==> config.mk <==
export PLATFORM = sky130hd
export DESIGN_NAME = hbram_host_arbiter
export DESIGN_NICKNAME = d
export VERILOG_FILES = /design/src/rtl/hbram_pkg.sv /design/src/rtl/hbram_rr_arb2.sv /design/src/rtl/hbram_host_arbiter.sv
export SDC_FILE = /design/constraint.sdc
export NUM_CORES = 1
export LEC_CHECK = 0
export CAP_MARGIN = 20
export CORE_ASPECT_RATIO = 1.2
export CORE_UTILIZATION = 32
export DETAILED_ROUTE_END_ITERATION = 10
export PLACE_DENSITY = 0.88
export SETUP_SLACK_MARGIN = 0.05
export SLEW_MARGIN = 25
export SYNTH_ARGS = -nofsm -noshare
export SYNTH_HDL_FRONTEND = slang
export SYNTH_SLANG_ARGS = --single-unit
==> constraint.sdc <==
create_clock -name clk -period 2.1 [get_ports clk]
set_input_delay 0.525 -clock clk [delete_from_list [all_inputs] [get_ports clk]]
set_output_delay 0.525 -clock clk [all_outputs]
set_load 0.01 [all_outputs]
==> src/rtl/hbram_pkg.sv <==
// Shared HyperRAM host-side constants: arbiter FSM encoding and turnaround counter width.
package hbram_pkg;
  localparam int TURN_W = 4;

  localparam logic [1:0] ST_IDLE  = 2'd0;
  localparam logic [1:0] ST_ISSUE = 2'd1;
  localparam logic [1:0] ST_XFER  = 2'd2;
  localparam logic [1:0] ST_GAP   = 2'd3;
endpackage

==> src/rtl/hbram_rr_arb2.sv <==
// Two-way round-robin picker: combinational, one-hot winner; ptr names the port that wins a tie.
module hbram_rr_arb2 (
  input  logic [1:0] req,
  input  logic       ptr,
  output logic [1:0] win
);
  always_comb begin
    win = 2'b00;
    if (req[0] && (!req[1] || !ptr)) begin
      win = 2'b01;
    end else if (req[1]) begin
      win = 2'b10;
    end
  end
endmodule

==> src/rtl/hbram_host_arbiter.sv <==
// Two-host burst arbiter for a HyperRAM controller: grant 1 cycle after winning, h_req low >= TURN_CYC+1.
// Backpressure: beats follow h_wrdy/h_rdav; h_mrdy low aborts the burst, h_pause only blocks new grants.
module hbram_host_arbiter #(
  parameter int RAM_DBW  = 8,
  parameter int RAM_ABW  = 25,
  parameter int TURN_CYC = 4
) (
  input  logic                   clk,
  input  logic                   rst,
  input  logic                   req0,
  input  logic                   last0,
  input  logic [RAM_ABW-1:0]     addr0,
  input  logic                   btype0,
  input  logic                   atype0,
  input  logic                   rwen0,
  input  logic [RAM_DBW/4-1:0]   wdm0,
  input  logic [2*RAM_DBW-1:0]   wdata0,
  output logic                   gnt0,
  output logic                   wrdy0,
  output logic                   rdav0,
  input  logic                   req1,
  input  logic                   last1,
  input  logic [RAM_ABW-1:0]     addr1,
  input  logic                   btype1,
  input  logic                   atype1,
  input  logic                   rwen1,
  input  logic [RAM_DBW/4-1:0]   wdm1,
  input  logic [2*RAM_DBW-1:0]   wdata1,
  output logic                   gnt1,
  output logic                   wrdy1,
  output logic                   rdav1,
  output logic [2*RAM_DBW-1:0]   rdata,
  output logic                   mrdy,
  output logic                   h_req,
  output logic                   h_last,
  output logic [RAM_ABW-1:0]     h_addr,
  output logic                   h_btype,
  output logic                   h_atype,
  output logic                   h_rwen,
  output logic [RAM_DBW/4-1:0]   h_wdm,
  output logic [2*RAM_DBW-1:0]   h_wdata,
  input  logic                   h_mrdy,
  input  logic                   h_pause,
  input  logic                   h_wrdy,
  input  logic [2*RAM_DBW-1:0]   h_rdata,
  input  logic                   h_rdav
);
  import hbram_pkg::*;

  localparam logic [TURN_W-1:0] GAP_LAST = TURN_W'(TURN_CYC - 1);

  logic [1:0]          state_q, state_d;
  logic                sel_q, sel_d;
  logic                ptr_q, ptr_d;
  logic [TURN_W-1:0]   gap_cnt_q, gap_cnt_d;
  logic [RAM_ABW-1:0]  addr_q, addr_d;
  logic                btype_q, btype_d;
  logic                atype_q, atype_d;
  logic                rwen_q, rwen_d;
  logic                mrdy_q, mrdy_d;
  logic [1:0]          win;
  logic                in_burst, in_xfer, final_beat;

  hbram_rr_arb2 u_rr (
    .req ({req1, req0}),
    .ptr (ptr_q),
    .win (win)
  );

  assign in_burst   = (state_q == ST_ISSUE) || (state_q == ST_XFER);
  assign in_xfer    = (state_q == ST_XFER);
  assign final_beat = in_xfer && h_last && (rwen_q ? h_rdav : h_wrdy);

  always_comb begin
    state_d   = state_q;
    sel_d     = sel_q;
    ptr_d     = ptr_q;
    gap_cnt_d = gap_cnt_q;
    addr_d    = addr_q;
    btype_d   = btype_q;
    atype_d   = atype_q;
    rwen_d    = rwen_q;
    mrdy_d    = h_mrdy & ~h_pause;
    case (state_q)
      ST_IDLE: begin
        if (h_mrdy && !h_pause && (win != 2'b00)) begin
          state_d = ST_ISSUE;
          sel_d   = win[1];
          addr_d  = win[1] ? addr1  : addr0;
          btype_d = win[1] ? btype1 : btype0;
          atype_d = win[1] ? atype1 : atype0;
          rwen_d  = win[1] ? rwen1  : rwen0;
        end
      end
      ST_ISSUE: state_d = ST_XFER;
      ST_XFER: begin
        // Losing the controller mid-burst ends it just like a normal last beat.
        if (!h_mrdy || final_beat) begin
          state_d   = ST_GAP;
          ptr_d     = ~sel_q;
          gap_cnt_d = '0;
        end
      end
      ST_GAP: begin
        if (gap_cnt_q == GAP_LAST) begin
          state_d   = ST_IDLE;
          gap_cnt_d = '0;
        end else begin
          gap_cnt_d = gap_cnt_q + 1'b1;
        end
      end
      default: state_d = ST_IDLE;
    endcase
  end

  always_ff @(posedge clk) begin
    if (rst) begin
      state_q   <= ST_IDLE;
      sel_q     <= 1'b0;
      ptr_q     <= 1'b0;
      gap_cnt_q <= '0;
      addr_q    <= '0;
      btype_q   <= 1'b0;
      atype_q   <= 1'b0;
      rwen_q    <= 1'b0;
      mrdy_q    <= 1'b0;
    end else begin
      state_q   <= state_d;
      sel_q     <= sel_d;
      ptr_q     <= ptr_d;
      gap_cnt_q <= gap_cnt_d;
      addr_q    <= addr_d;
      btype_q   <= btype_d;
      atype_q   <= atype_d;
      rwen_q    <= rwen_d;
      mrdy_q    <= mrdy_d;
    end
  end

  assign h_req   = in_burst;
  assign h_addr  = addr_q;
  assign h_btype = btype_q;
  assign h_atype = atype_q;
  assign h_rwen  = rwen_q;
  assign h_last  = in_xfer & (sel_q ? last1 : last0);
  assign h_wdm   = in_xfer ? (sel_q ? wdm1 : wdm0) : '0;
  assign h_wdata = in_xfer ? (sel_q ? wdata1 : wdata0) : '0;

  assign gnt0  = in_burst & ~sel_q;
  assign gnt1  = in_burst &  sel_q;
  assign wrdy0 = in_xfer & ~sel_q & h_wrdy;
  assign wrdy1 = in_xfer &  sel_q & h_wrdy;
  assign rdav0 = in_xfer & ~sel_q & h_rdav;
  assign rdav1 = in_xfer &  sel_q & h_rdav;
  assign rdata = h_rdata;
  assign mrdy  = mrdy_q;
endmodule

==> impl_results.md <==
* DR pass1 iterations at 2
* Layout net count at 516
* Max-cap violations at 0
* Hold-fix buffers, CTS at 0
* Mapped Area at around 2200 um2
* Synth top cells by count: 49 x mux2i_1, 37 x dfxtp_1, 32 x nor2_1
* Netlist cell types at 28
* Hold depth at 1
* Final Wtd Congestion at ~0.74
* Hold_sp: state_q[0]
* RSZ-0062 raised after global routing: no
* HP Class: reg -> reg
* WP data arrival at roughly 1.5 ns
* Layout cells sized above 1 at 10.4%
* Final Cycle Share at ~94%
* Max transition margin at between 80% and 90%
* Gr usage total at 18.4%
* Critical Path Sink Type: output pin
* Ys async rst share at 0%
* CTS Sinks at 37
* Syn. warnings at 0
* Syn Nets at approximately 370
* Antenna violations before repair at 1
* Die Span Y at approximately 93 um
* Syn Area/Cell at 8.97 um2
* LEAKAGE at about 1.6 nW
* Max-slew violation count at 0
* Post-synth top area share at around a third
* Largest area contributor in the netlist: dfxtp_1
* Reg2reg path depth at 7
* Place WS at -0.203 ns
* Initial Util at between 30 and 40%
* Number of H-tree levels at 2
* Grt ovf at 0
* CP Data Required Time at between 1.5 and 2 ns
* Synth area leaders: dfxtp_1 33%, mux2i_1 22%, a211oi_1 9.8%
* WS Path Type: in -> out
* DRT iter0 DRCs at 93
* Total number of vias at roughly 2300
* First-pass GRT wire length at 10600 um
* Core area at about 6600 um2
* Most frequent cell after synthesis: mux2i_1
* Count of state elements after synthesis at 37
* Via density at roughly 4.8
* Mapped Cells at between 200 and 250
* Sequential area share after synthesis at approximately a third
* Final hold violation count at 0
* Worst reg2reg path endpoint: gap_cnt_q[3]
* Worst-margin pin slew at around 0.26 ns
* Insertion delay to the later sink of the worst-skew pair at roughly 0.28 ns
* Crit-path cells: clkdlybuf4s50_1 > mux2i_2 > nor2b_1 > clkdlybuf4s15_1
* Cell row count at 32
* P&R area growth vs syn at 78.4%
* Status: finished clean
* # IOs at around 190
* Worst vdd ir at 0.443 mV
* Highest Clock Rate at 0.504 GHz
* Tmin final at slightly below 2 ns
* CTS tree: done
* Routed length per instance at between 10 and 15 um
* Antenna Nets Post-Route at 0
* Pwr dens at between 600 and 700 nW/um2
* Reg clk slew, reported paths at ~0.070 ns
* Total power at around 2.7 mW
* Area occupied by multi-input gates at around 1300 um2
* Vias in the first global route at 2294
* # setup viols final at 0
* CP Launch Type: primary input
* DP HPWL at approximately 5200 um
* Die area at about 7300 um2
* Port bufs at approximately 160
* Reg area at ~750 um2
* Post-synth top flop: dfxtp_1
* Worst Skew at slightly below 0.007 ns
* Fill cells at approximately 580
* Root buffer cell: clkbuf_8
* Die width at ~80 um
* Hold Crit Endpoint: state_q[0]
* Max Root-Sink Buffers at 2
* Pin count of the biggest net entering global routing at 31
* Post-synth EDFFs at 0
* CTS buffer count at 5
* Max FO, Critical Path at 2
* Setup ws final at around 0.12 ns
* Worst path max stage delay at around 0.41 ns
* Final core utilization at 60.2%
* CP max-delay cell: clkdlybuf4s50_1
* FF-to-FF setup slack at 0.31 ns
* DRC at 0
* R2R Path Start: state_q[0]
* Drt total wl at between 6000 and 7000 um
metrics by stage:
stage	hold slack (ns)	TNS (ns)	cell area, um2	cells
floorplan	0.466	0	2220	247
global placement	0.481	-3.32	3860	469
detailed placement	0.489	-3.60	3860	469
CTS	0.482	0	3960	479
global route	0.492	0	3950	480
finish	0.479	0	3950	481
final cells by class:
type	count	share of cell area [%]
diodes	1	0.0633
clock buffers	7	2.44
clock inverters	1	0.127
inverters	4	0.380
multi-input cells	171	32.1
flip-flops and latches	37	18.9
well taps	85	2.69
repair buffers	175	43.3
how the worst max path moves through the flow:
stage,start,to,slack [ns],cells past startpoint
final,last0,h_last,0.12,4
after detailed placement,last1,h_last,-0.20,4
after CTS,state_q[0],h_wdata[4],0.06,6
after global placement,wdata1[0],h_wdata[0],-0.20,4
after floorplan,sel_q,h_wdata[0],0.35,4
after global routing,state_q[1],gnt1,0.05,4
what timing repair did:
item / 4_1_cts / 5_1_grt
gates cloned: 0 / 0
setup buffers: 2 / 1
setup endpoints to repair: 26 / 20
pin swaps: 0 / 0
endpoints found under the hold margin: 0 / 0
gates resized for setup: 36 / 11
per-layer routing:
| layer | vias up | part of all wire [%] | routed length [um] | global-route usage, % |
|---|---|---|---|---|
| met2 | 119 | 51 | 3340 | 35.0 |
| li1 | 1160 | - | - | - |
| met4 | 0 | 1.8 | 122 | 6.02 |
| met3 | 12 | 12 | 792 | 7.61 |
| met1 | 1020 | 35 | 2340 | 17.9 |
| met5 | - | 0 | 0 | 0 |
layout by cell type (no fill, tap or decap), types with 2 or more instances in the layout:
cell type,n
nor2b_1,22
o21a_1,2
buf_4,14
buf_12,4
dlygate4sd2_1,17
or4_1,2
clkdlybuf4s15_1,4
o21ai_0,6
clkbuf_2,5
a211oi_1,29
nand3_1,2
nor2_1,32
clkdlybuf4s50_1,130
inv_1,4
clkbuf_8,7
a21oi_1,4
nand2b_1,5
mux2i_1,48
and3_1,4
dfxtp_1,34
ha_1,3
dfxtp_2,2
report_power, final:
| group | leakage [nW] | switching, mW | internal, mW |
|---|---|---|---|
| registers | 0.304 | 0.0659 | 0.811 |
| clock network | 0.0542 | 0.250 | 0.297 |
| logic | 1.28 | 0.535 | 0.737 |
kinds of logic (layout without fill, tap and decap cells):
logic type,Yosys count,count (layout),synth area share (%)
fa+ha+maj,4,4,2.26
simple gates,69,69,15.9
flops,37,37,33.4
mux,50,50,22.6
other cells,0,1,0
compound gates,48,48,15.7
buf+inv,39,187,10.1
worst max-delay path, delay by kind of cell:
family                 cells  cell delay (ns)
buffers and inverters      2             0.64
and+or+nand+nor            1             0.07
muxes                      1             0.22
flip-flops by register name (all words and copies together) (netlist names):
signal / count
h_btype: 1
ptr_q: 1
h_atype: 1
mrdy: 1
h_rwen: 1
h_addr: 25
gap_cnt_q: 4
state_q: 2
sel_q: 1
(Power assumes the default switching activity.)
